## config.mk

```make
export PLATFORM = sky130hd
export DESIGN_NAME = draw_sequencer
export DESIGN_NICKNAME = d
export VERILOG_FILES = /design/src/rtl/draw_sequencer_pkg.sv /design/src/rtl/draw_sequencer_next_set_bit.sv /design/src/rtl/draw_sequencer.sv
export SDC_FILE = /design/constraint.sdc
export NUM_CORES = 1
export LEC_CHECK = 0
export BUFFER_PORTS_ARGS = -buffer_cell sky130_fd_sc_hd__buf_2
export CAP_MARGIN = 15
export CORE_MARGIN = 8
export CORE_UTILIZATION = 50
export DETAILED_ROUTE_END_ITERATION = 8
export PLACE_DENSITY = 0.72
export SYNTH_ARGS = -nofsm -noshare
export SYNTH_HDL_FRONTEND = slang
export SYNTH_SLANG_ARGS = --single-unit
export TNS_END_PERCENT = 5
```

## constraint.sdc

```tcl
create_clock -name clk -period 2.8 [get_ports clk]
set_clock_uncertainty 0.15 [all_clocks]
set_input_delay 0.84 -clock clk [delete_from_list [all_inputs] [get_ports clk]]
set_output_delay 0.84 -clock clk [all_outputs]
set_load 0.01 [all_outputs]
```

## src/rtl/draw_sequencer_pkg.sv

```systemverilog
// Shared types and constants for the frame draw sequencer: state encoding,
// object-id map and a width helper.
package draw_pkg;

    localparam logic [1:0] ST_IDLE = 2'd0;
    localparam logic [1:0] ST_LOAD = 2'd1;
    localparam logic [1:0] ST_DRAW = 2'd2;
    localparam logic [1:0] ST_ADV  = 2'd3;

    typedef enum logic [1:0] {
        S_IDLE = ST_IDLE,
        S_LOAD = ST_LOAD,
        S_DRAW = ST_DRAW,
        S_ADV  = ST_ADV
    } state_t;

    // Object ids as seen by the display handler; slot i maps to id i+1.
    localparam int DEFAULT_NUM_OBJ = 6;
    localparam int OBJ_NONE        = 0;
    localparam int OBJ_PLAYER      = 1;
    localparam int OBJ_ENEMY_BASE  = 2;
    localparam int OBJ_BULLET      = DEFAULT_NUM_OBJ;

    function automatic int clog2(input int value);
        int result;
        result = 0;
        for (int i = 0; i < 31; i++) begin
            if ((1 << i) < value) begin
                result = i + 1;
            end
        end
        return result;
    endfunction

endpackage

```

## src/rtl/draw_sequencer_next_set_bit.sv

```systemverilog
// Combinational find-first-set: lowest set bit of mask at or above start.
module next_set_bit #(
    parameter int N  = 6,
    parameter int IW = 4
) (
    input  logic [N-1:0]  mask,
    input  logic [IW-1:0] start,
    output logic          found,
    output logic [IW-1:0] index
);

    // Scanning downward lets the lowest qualifying bit win.
    always_comb begin
        found = 1'b0;
        index = '0;
        for (int i = N - 1; i >= 0; i--) begin
            if (mask[i] && (IW'(i) >= start)) begin
                found = 1'b1;
                index = IW'(i);
            end
        end
    end

endmodule

```

## src/rtl/draw_sequencer.sv

```systemverilog
// Frame-level draw sequencer: optional erase pass over last frame's objects,
// then a draw pass over the active ones, with load/draw handshakes per object.
module draw_sequencer
    import draw_pkg::*;
#(
    parameter int NUM_OBJ   = 6,
    parameter int ID_W      = 4,
    parameter int LOAD_WAIT = 3,
    parameter int ERASE_EN  = 1
) (
    input  logic               clk,
    input  logic               resetn,
    input  logic               frame_start,
    input  logic [NUM_OBJ-1:0] obj_active,
    input  logic               done,
    output logic [ID_W-1:0]    obj_sel,
    output logic               enable_load,
    output logic               enable_draw,
    output logic               erase,
    output logic               frame_busy,
    output logic               frame_done,
    output state_t             stateDbg
);

    localparam int WCW = (LOAD_WAIT > 1) ? clog2(LOAD_WAIT) : 1;
    localparam logic [WCW-1:0] LAST_WAIT = WCW'(LOAD_WAIT - 1);

    // Handshake: frame_start is a one-cycle request accepted only in IDLE;
    // done is the handler's completion strobe, observed only in DRAW. Either
    // input arriving in any other state is dropped, never queued.

    state_t             state, nextState;
    logic [ID_W-1:0]    idx, nIdx;
    logic [WCW-1:0]     waitCnt, nWait;
    logic [NUM_OBJ-1:0] drawMask, nDrawMask;
    logic [NUM_OBJ-1:0] prevMask, nPrevMask;
    logic               erasePass, nErasePass;
    logic               emptyDone, nEmptyDone;
    logic               endFrame;

    logic               useErase;
    logic [NUM_OBJ-1:0] lowMask;
    logic [NUM_OBJ-1:0] passMask;
    logic [ID_W-1:0]    nextStart;
    logic               lowFound, nextFound;
    logic [ID_W-1:0]    lowIdx, nextIdx;

    assign useErase  = (ERASE_EN != 0) && (prevMask != '0);
    // The lowest-bit search serves both frame entry and the erase-to-draw switch.
    assign lowMask   = (state == S_IDLE) ? (useErase ? prevMask : obj_active) : drawMask;
    assign passMask  = erasePass ? prevMask : drawMask;
    assign nextStart = idx + ID_W'(1);

    next_set_bit #(.N(NUM_OBJ), .IW(ID_W)) u_lowSearch (
        .mask  (lowMask),
        .start ('0),
        .found (lowFound),
        .index (lowIdx)
    );

    next_set_bit #(.N(NUM_OBJ), .IW(ID_W)) u_nextSearch (
        .mask  (passMask),
        .start (nextStart),
        .found (nextFound),
        .index (nextIdx)
    );

    always_ff @(posedge clk) begin
        if (!resetn) begin
            state     <= S_IDLE;
            idx       <= '0;
            waitCnt   <= '0;
            drawMask  <= '0;
            prevMask  <= '0;
            erasePass <= 1'b0;
            emptyDone <= 1'b0;
        end else begin
            state     <= nextState;
            idx       <= nIdx;
            waitCnt   <= nWait;
            drawMask  <= nDrawMask;
            prevMask  <= nPrevMask;
            erasePass <= nErasePass;
            emptyDone <= nEmptyDone;
        end
    end

    always_comb begin
        nextState  = state;
        nIdx       = idx;
        nWait      = waitCnt;
        nDrawMask  = drawMask;
        nPrevMask  = prevMask;
        nErasePass = erasePass;
        nEmptyDone = 1'b0;
        endFrame   = 1'b0;
        case (state)
            S_IDLE: begin
                if (frame_start) begin
                    nDrawMask = obj_active;
                    if (lowFound) begin
                        nErasePass = useErase;
                        nIdx       = lowIdx;
                        nWait      = '0;
                        nextState  = S_LOAD;
                    end else begin
                        // Nothing to erase or draw: report the frame done next cycle.
                        nEmptyDone = 1'b1;
                        nPrevMask  = obj_active;
                    end
                end
            end
            S_LOAD: begin
                if (waitCnt == LAST_WAIT) begin
                    nWait     = '0;
                    nextState = S_DRAW;
                end else begin
                    nWait = waitCnt + WCW'(1);
                end
            end
            S_DRAW: begin
                if (done) begin
                    nextState = S_ADV;
                end
            end
            S_ADV: begin
                if (nextFound) begin
                    nIdx      = nextIdx;
                    nextState = S_LOAD;
                end else if (erasePass && lowFound) begin
                    nErasePass = 1'b0;
                    nIdx       = lowIdx;
                    nextState  = S_LOAD;
                end else begin
                    endFrame   = 1'b1;
                    nPrevMask  = drawMask;
                    nErasePass = 1'b0;
                    nextState  = S_IDLE;
                end
            end
            default: nextState = S_IDLE;
        endcase
    end

    assign obj_sel     = (state == S_IDLE) ? ID_W'(OBJ_NONE) : idx + ID_W'(OBJ_PLAYER);
    assign enable_load = (state == S_LOAD);
    assign enable_draw = (state == S_DRAW);
    assign erase       = erasePass;
    assign frame_busy  = (state != S_IDLE);
    assign frame_done  = emptyDone | endFrame;
    assign stateDbg    = state;

endmodule

```

==> flow_summary_export.csv, run 1 <==
group,metric,value,unit
global_route,grt_pass1_vias,1584,
finish,utilization,66.7,%
run,max-cap-violations,0,
placed_design,dp_slack,-33.4,ps
cts,ctsHtreeMaxLevel,1,
outcome,status,"finished with violations",
worst_setup_path,critPathCaptureType,"output port",
finish,fin_area,2050,sq um
yosys,synth_enable_flop_cells,0,
power,powerDensity,1050,nW/um^2
cts,cts_inserted_buffers,3,
finish,final_common_cell,"buf_4",
global_route,globalRouteOverflowTotal,0,
finish,area_delta_synth_final,26.8,%
yosys,syn_inst,207,
yosys,synth_seq_area_share,25.9,%
timing,slew_violations,0,
cts,cts_tree,"yes",
worst_setup_path,crit_arrival,2030,ps
worst_hold_path,hold_class,"reg2reg",
route,wl_per_cell,14.4,um
die,die_w,72.9,um
finish,multiInputGateArea,1170,sq um
finish,final.fill_count,284,
cts,clkTransAtPathRegs,120,ps
finish,insertedDiodeCount,0,
finish,stdcell_count,298,
finish,regArea,429,sq um
worst_setup_path,critPathMaxFanout,2,
yosys,yosysTopAreaCell,"dfxtp_1",
die,dieArea,5320,sq um
cts,cts_buffer_depth,2,
die,core_area,3080,sq um
timing,fin_setup_tns,-215,ps
timing,fmax,332,MHz
power,ir_drop,594,uV
power,p_leak,0.918,nW
worst_setup_path,worstPathCellList,"or4_4 -> o211a_4 -> o221ai_4 -> nand2_2 -> a31o_1 -> buf_2",
yosys,ys.warnings.count,0,
worst_setup_path,setup.worst_path.start_class,"flip-flop",
placed_design,place_area,1980,sq um
yosys,yosys-top-cells-area,"dfxtp_1, nand2_1, ha_1",
cts,cts_root_buffer,"clkbuf_4",
route,route.detailed.drc,0,
cts,post_cts_buffers,0,
timing,fin_crit_sh,108,%
finish,drive_above_1_share,31.5,%
placed_design,gp_congestion,0.886,
global_route,grt_pass1_wl,7310,um
cts,clock_latency,310,ps
die,die_h,72.9,um
route,viasPerCell,5.65,
placed_design,portBuffers,20,
route,first_pass_iters,5,
die,ios,21,
route,drtAntennaViolNets,0,
timing,fin_ws,-215,ps
yosys,synth_area,1620,sq um
outcome,violations,"negative setup slack",
timing,hold_violations,0,
placed_design,dp_hpwl,3330,um
timing,hold_ws,379,ps
route,drtIter0Drc,115,
worst_hold_path,holdPathStages,2,
timing,fin_crit,3020,ps
global_route,antenna_found_initial,0,
yosys,ys.flop_type,"dfxtp_1",
placed_design,dp.cells,294,
yosys,synth_cell_types,48,
worst_setup_path,reg2regPathDepth,9,
die,fp-row-count,20,
timing,worst_pin_slew,511,ps
yosys,syn_avg_cell_area,7.83,sq um
worst_setup_path,crit_type,"reg2out",
power,p_total,2.15,mW
yosys,synth_nets,226,
worst_setup_path,worstPathRequired,1810,ps
yosys,synth_seq_cells,21,
global_route,grt_max_degree,16,
timing,relSlewSlack,65.9,%
route,drt-total-wl,4300,um
route,dr_total_vias,1685,
finish,fin_nets,274,
global_route,grt_use_total,16.7,%
worst_setup_path,cpPeakStageDelay,550,ps
finish,most-common-layout-cells,"buf_4, nand2_1, nor2_1",
die,initial_core_util,52.6,%
yosys,synth-async-reset-ratio,0,%
timing,rsz0062_at_grt,"true",
worst_setup_path,slowest_stage,"or4_4",
cts,clock_sinks,21,
yosys,synth_top_area_share,25.9,%
timing,setup_viol,1,
[per-layer routing]
layer	track usage [%]	wire (um)	up-vias
met4	4.00	46	0
met3	3.43	373	9
li1	-	-	856
met1	22.5	2030	759
met2	26.3	1850	61
met5	0	0	-
[worst max-delay path, delay by kind of cell (launching register included)]
kind | cells | cell delay, ps
compound gates | 3 | 610
buf+inv | 1 | 130
flops | 1 | 340
simple gates | 2 | 630
[cells by family (layout without fill, tap and decap cells)]
| group | after synthesis | in the layout | share of synthesized area (%) |
|---|---|---|---|
| xor+xnor | 1 | 1 | 0.541 |
| simple gates | 78 | 78 | 21.7 |
| buf+inv | 20 | 67 | 4.71 |
| mux | 19 | 19 | 12.4 |
| compound gates | 59 | 59 | 27.7 |
| fa+ha+maj | 9 | 9 | 6.95 |
| flops | 21 | 21 | 25.9 |
[cell usage after synthesis (2+ instances only)]
master      n
nand2_1    31
dfxtp_1    21
nor2_1     21
a21oi_1    11
inv_1      11
mux2i_1    10
ha_1        9
nand3_1     8
clkbuf_1    7
nor3_1      6
mux2_2      5
o21ai_0     5
o21ai_1     5
mux2_1      4
nand2b_1    4
a211oi_1    3
a21boi_1    3
a221oi_1    3
a22oi_1     3
nor3b_1     3
a21o_1      2
a31oi_1     2
nor4_1      2
o221ai_1    2
o22ai_1     2
o2bb2ai_1   2
[report_power, final]
group,internal [mW],total [mW],switching [mW]
Clock,0.0556,0.150,0.0945
Combinational,0.732,1.54,0.812
Sequential,0.375,0.456,0.0805
Total,1.16,2.15,0.987
[registers in the layout, indices dropped and copies added, names as in the netlist]
signal	cells
drawMask	6
emptyDone	1
erase	1
idx	3
prevMask	6
stateDbg	2
waitCnt	2
[final cells by class]
| type | instances | share of cell area [%] |
|---|---|---|
| multi-input cells | 166 | 56.8 |
| flip-flops and latches | 21 | 20.9 |
| repair buffers | 51 | 16.2 |
| well taps | 44 | 2.68 |
| inverters | 12 | 2.19 |
| clock buffers | 4 | 1.28 |
[worst paths after layout]
path	from	end	slack (ps)
worst max-delay path	prevMask[2]$_SDFFE_PN0P_	frame_done	-220
worst min-delay path	prevMask[5]$_SDFFE_PN0P_	prevMask[5]$_SDFFE_PN0P_	380
worst min register to register	prevMask[5]$_SDFFE_PN0P_	prevMask[5]$_SDFFE_PN0P_	380
worst max register to register	prevMask[2]$_SDFFE_PN0P_	stateDbg[0]$_SDFFE_PN0P_	230
[repair_timing]
action / in CTS / in global routing
setup endpoints to repair: 1 / 1
gates resized for setup: 10 / 4
hold buffers: 0 / 0
pin swaps: 4 / 0
No activity file was read; power rests on OpenSTA's default activity.
==> run 2, diff against run 1 <==
==> constraint.sdc (replaced) <==
create_clock -name clk -period 2.8 [get_ports clk]
set_clock_uncertainty 0.15 [all_clocks]
set_input_delay 0.42 -clock clk [delete_from_list [all_inputs] [get_ports clk]]
set_output_delay 0.42 -clock clk [all_outputs]
set_load 0.01 [all_outputs]
==> run 2 against run 1 <==
  * The run now ends clean
  * Setup slack improved by 310 ps
  * Cell count decreased by 5.0%
  * Critical endpoint unchanged
  * Critical path depth unchanged
  * Via count decreased by 3.6%
  * Flip-flop and latch count unchanged
==> flow_summary_export.csv, run 2 (same netlist as run 1, synthesis figures left out) <==
group,metric,value,unit
route,route.detailed.drc,0,
run,max-cap-violations,0,
route,drtAntennaViolNets,0,
die,die_h,72.9,um
global_route,grt_max_degree,16,
worst_setup_path,crit_type,"reg2out",
power,p_sw,0.998,mW
timing,setup_viol,0,
worst_setup_path,cpPeakStageDelay,550,ps
worst_setup_path,crit_arrival,2130,ps
worst_setup_path,critPathCaptureType,"output port",
finish,fin_nets,259,
global_route,grt_pass1_wl,6730,um
global_route,globalRouteOverflowTotal,0,
cts,hold_buffers,0,
cts,clock_latency,310,ps
global_route,grt_use_total,15.6,%
route,dr_total_vias,1625,
finish,most-common-layout-cells,"nand2_1, nor2_1, buf_2",
route,first_pass_iters,5,
finish,drive_above_1_share,29.7,%
power,switching_share,47.1,%
timing,fin_ws,96.5,ps
cts,clock_sinks,21,
cts,cts_root_buffer,"clkbuf_4",
power,comb_power_share,70.4,%
cts,cts_tree,"yes",
finish,insertedDiodeCount,0,
timing,worst_pin_slew,505,ps
die,dieArea,5320,sq um
worst_setup_path,setup.worst_path.start_class,"flip-flop",
finish,utilization,64.5,%
cts,ctsHtreeMaxLevel,1,
route,viasPerCell,5.74,
die,die_w,72.9,um
outcome,status,"completed",
route,wl_per_cell,15.2,um
power,p_leak,0.863,nW
die,initial_core_util,52.6,%
route,drt-total-wl,4310,um
worst_setup_path,worstPathRequired,2230,ps
power,internal-power,1.12,mW
cts,cts_buffer_depth,2,
placed_design,dp_slack,238,ps
timing,fin_crit,2700,ps
worst_setup_path,slowest_stage,"or4_4",
die,core_area,3080,sq um
worst_setup_path,worstPathCellList,"or4_4 -> o211a_4 -> o221ai_4 -> nand2_2 -> a31o_1 -> buf_2",
power,ir_drop,717,uV
timing,fin_crit_sh,96.6,%
global_route,antenna_found_initial,0,
worst_setup_path,crit_buf_inv,1,
worst_hold_path,hold_class,"in2reg",
die,ios,21,
finish,area_delta_synth_final,22.5,%
worst_setup_path,critPathMaxFanout,6,
placed_design,dp_hpwl,3140,um
timing,slew_violations,0,
finish,final_common_cell,"nand2_1",
route,drtIter0Drc,150,
cts,cts_inserted_buffers,3,
timing,relSlewSlack,66.3,%
cts,clkTransAtPathRegs,120,ps
placed_design,gp_congestion,0.920,
finish,top_regs,"drawMask (6), prevMask (6), idx (3)",
timing,hold_violations,0,
worst_setup_path,cp_top_family,"compound AO/OA/AOI/OAI gates",
power,seq_power_share,22.4,%
power,powerDensity,1070,nW/um^2
die,fp-row-count,20,
global_route,grt_pass1_vias,1392,
placed_design,portBuffers,20,
power,clock_power_share,7.2,%
timing,fmax,370,MHz
## run 2: cell count changes in the layout (fill, tap and decap cells not counted), sizes merged
cell / before / now
buf: 51 / 36
## run 2: path summary, 6_finish.rpt
| check | start | end | slack, ps | cells after the start |
|---|---|---|---|---|
| max | prevMask[0]$_SDFFE_PN0P_ | frame_done | 100 | 6 |
| min | obj_active[4] | drawMask[4]$_SDFFE_PN0P_ | 230 | 3 |
| max reg2reg | prevMask[0]$_SDFFE_PN0P_ | stateDbg[0]$_SDFFE_PN0P_ | 150 | 9 |
| min reg2reg | prevMask[4]$_SDFFE_PN0P_ | prevMask[4]$_SDFFE_PN0P_ | 380 | 2 |
## run 2: worst reg2reg max path: stages (launching register included)
cell	delay, ps
dfxtp_4	390
or4_4	550
o211a_4	280
o221ai_4	170
buf_4	170
a21oi_2	60
buf_4	160
a221oi_4	220
o21ai_1	110
a221oi_1	290
## run 2: what timing repair did
action	4_1_cts	5_1_grt
hold endpoints to repair	0	0
buffers inserted	0	3
endpoints found under the setup margin	1	1
pin swaps	2	1
resized for setup	5	19
## run 2: routing by layer
layer | up-vias | global-route usage [%] | part of all wire [%]
met1 | 744 | 23.6 | 50
met2 | 60 | 21.5 | 42
met5 | - | 0 | 0
li1 | 817 | - | -
met3 | 4 | 3.02 | 7.4
met4 | 0 | 3.33 | 0.77
## run 2: area by class of cell
| class | count | area, sq um |
|---|---|---|
| Multi-Input combinational cell | 166 | 1210 |
| Tap cell | 44 | 55.1 |
| Timing Repair Buffer | 36 | 220 |
| Sequential cell | 21 | 432 |
| Inverter | 12 | 45.0 |
| Clock buffer | 4 | 26.3 |
| Fill cell | 290 | 1090 |
## run 2: power groups by stage
| stage | Combinational, mW | Sequential [mW] | Clock [mW] |
|---|---|---|---|
| 3_5_place_dp | 1.31 | 0.464 | 0 |
| 2_1_floorplan | 0.963 | 0.450 | 0 |
| 4_1_cts | 1.33 | 0.459 | 0.160 |
| 5_1_grt | 1.61 | 0.488 | 0.173 |
| 3_3_place_gp | 1.31 | 0.464 | 0 |
| 6_report | 1.49 | 0.473 | 0.153 |
## run 2: per-stage QoR
| step | power, mW | instances | TNS (ps) | instance area [sq um] | hold slack (ps) |
|---|---|---|---|---|---|
| global placement | 1.77 | 276 | 0 | 1840 | 340 |
| detailed placement | 1.78 | 276 | 0 | 1840 | 362 |
| floorplan | 1.41 | 207 | 0 | 1620 | 307 |
| finish | 2.12 | 283 | 0 | 1980 | 226 |
| CTS | 1.95 | 280 | 0 | 1880 | 223 |
| global route | 2.27 | 283 | -20.8 | 1980 | 227 |
==> run 3, diff against run 2 <==
--- a/config.mk
+++ b/config.mk
@@ -7,10 +7,12 @@
 export LEC_CHECK = 0
 export BUFFER_PORTS_ARGS = -buffer_cell sky130_fd_sc_hd__buf_2
 export CAP_MARGIN = 15
+export CELL_PAD_IN_SITES_DETAIL_PLACEMENT = 1
+export CELL_PAD_IN_SITES_GLOBAL_PLACEMENT = 1
 export CORE_MARGIN = 8
-export CORE_UTILIZATION = 50
+export CORE_UTILIZATION = 46
 export DETAILED_ROUTE_END_ITERATION = 8
-export PLACE_DENSITY = 0.72
+export PLACE_DENSITY = 0.86
 export SYNTH_ARGS = -nofsm -noshare
 export SYNTH_HDL_FRONTEND = slang
 export SYNTH_SLANG_ARGS = --single-unit
==> constraint.sdc (replaced) <==
create_clock -name clk -period 3.3 [get_ports clk]
set_clock_uncertainty 0.15 [all_clocks]
set_input_delay 0.495 -clock clk [delete_from_list [all_inputs] [get_ports clk]]
set_output_delay 0.495 -clock clk [all_outputs]
set_load 0.01 [all_outputs]
==> run 3 against run 2 <==
  * Largest power group unchanged
  * Largest cell class unchanged
  * Setup slack better by 170 ps
  * Non-clock buffer count is 13 lower
  * Register-to-register slack improved by 250 ps
  * Flip-flop and latch count did not move
  * Total power is 22% lower
  * Count of clock-buffer cells in the layout shrank 1
  * Sequential power is 13% lower
==> flow_summary_export.csv, run 3 (same netlist as run 1, synthesis figures left out) <==
group,metric,value,unit
timing,fmax,330,MHz
die,core_area,3360,sq um
worst_hold_path,holdPathStages,3,
die,die_w,75.4,um
global_route,grt_pass1_vias,1736,
route,wl_per_cell,18.5,um
timing,fin_ws,271,ps
timing,hold_violations,0,
die,dieArea,5680,sq um
worst_setup_path,critPathMaxFanout,17,
timing,worst_pin_slew,659,ps
global_route,globalRouteOverflowTotal,0,
finish,multiInputGateArea,1130,sq um
cts,hold_buffers,0,
global_route,grt_pass1_wl,8330,um
die,ios,21,
cts,ctsHtreeMaxLevel,1,
cts,cts_inserted_buffers,3,
timing,fin_crit,3030,ps
worst_setup_path,worstPathRequired,2650,ps
finish,fin_nets,246,
finish,top_regs,"drawMask (6), prevMask (6), idx (3)",
worst_setup_path,critPathCaptureType,"output port",
die,initial_core_util,48.2,%
cts,clock_sinks,21,
cts,clock_latency,310,ps
worst_hold_path,hp-start,"obj_active[5]",
cts,cts_buffer_depth,2,
timing,slew_violations,0,
placed_design,dp_hpwl,3900,um
power,p_leak,0.783,nW
route,first_pass_iters,4,
global_route,antenna_found_initial,0,
outcome,status,"completed",
run,max-cap-violations,0,
finish,final.fill_count,447,
finish,most-common-layout-cells,"nand2_1, nor2_1, dfxtp_1",
cts,cts_tree,"yes",
worst_setup_path,crit_type,"reg2out",
placed_design,portBuffers,20,
placed_design,gp_congestion,0.932,
timing,rsz0062_at_grt,"false",
route,dr_total_vias,1656,
route,drt-total-wl,5020,um
finish,regArea,420,sq um
route,drtIter0Drc,178,
route,route.detailed.drc,0,
die,fp-row-count,21,
worst_hold_path,min_to,"drawMask[5]$_SDFFE_PN0P_",
power,powerDensity,915,nW/um^2
timing,relSlewSlack,55.6,%
timing,setup_viol,0,
global_route,grt_use_total,18.9,%
finish,insertedDiodeCount,0,
worst_setup_path,r2r-end,"idx[0]$_SDFFE_PN0P_",
die,die_h,75.4,um
finish,area_delta_synth_final,11.1,%
worst_setup_path,ff2ff_setup_slack,400,ps
worst_setup_path,startpoint,"stateDbg[0]$_SDFFE_PN0P_",
cts,cts_root_buffer,"clkbuf_4",
placed_design,dp_slack,457,ps
timing,fin_setup_tns,0,ps
worst_hold_path,hold_class,"in2reg",
route,viasPerCell,6.09,
worst_setup_path,crit_arrival,2380,ps
finish,drive_above_1_share,17.7,%
worst_setup_path,setup.worst_path.start_class,"flip-flop",
finish,final_common_cell,"nand2_1",
route,drtAntennaViolNets,0,
timing,hold_ws,299,ps
timing,fin_crit_sh,91.8,%
worst_setup_path,r2r_start,"stateDbg[0]$_SDFFE_PN0P_",
cts,clkTransAtPathRegs,130,ps
global_route,grt_max_degree,18,
worst_setup_path,reg2regPathDepth,10,
finish,utilization,53.5,%
power,ir_drop,437,uV
[run 3: power breakdown]
group	switching (mW)	internal (mW)	total, mW	leakage [nW]
Clock	0.0870	0.0454	0.132	0.0177
Sequential	0.0992	0.313	0.413	0.171
Combinational	0.660	0.444	1.10	0.594
Total	0.846	0.802	1.65	0.783
[run 3: worst max path at each step]
stage	endpoint	slack, ps	cells after the start
6_report	frame_done	270	9
5_1_grt	frame_done	30	9
4_1_cts	frame_done	200	7
3_5_place_dp	idx[0]$_SDFFE_PN0P_	460	10
3_3_place_gp	idx[2]$_SDFFE_PN0P_	670	10
2_1_floorplan	idx[2]$_SDFFE_PN0P_	800	9
[run 3: repair_timing]
item / in CTS / in global routing
setup endpoints to repair: 0 / 1
setup buffers: 0 / 0
resized for setup: 0 / 1
[run 3: cell type report]
type | instances | area share, %
Clock buffer | 3 | 1.25
Clock inverter | 1 | 0.278
Inverter | 12 | 2.50
Multi-Input combinational cell | 166 | 62.6
Sequential cell | 21 | 23.3
Tap cell | 46 | 3.20
Timing Repair Buffer | 23 | 6.81
[run 3: routing by layer]
| metal | share of wire (%) | track usage, % |
|---|---|---|
| met1 | 44 | 22.2 |
| met2 | 49 | 33.5 |
| met3 | 5.1 | 4.08 |
| met4 | 1.7 | 5.12 |
| met5 | 0 | 0 |
[run 3: metrics by stage]
step	instance area [sq um]	power, mW	std cells
floorplan	1620	1.20	207
global placement	1770	1.43	268
detailed placement	1770	1.50	268
CTS	1800	1.64	272
global route	1800	1.78	272
finish	1800	1.65	272
[run 3: worst max-delay path, cell delays in order (launching register included)]
cell and delay (ps):
dfxtp_1 400, inv_1 130, ha_1 330, buf_4 240, nor3_1 200, o22a_1 230, o221ai_4 140, nand2_1 130
a31o_1 150, buf_2 120
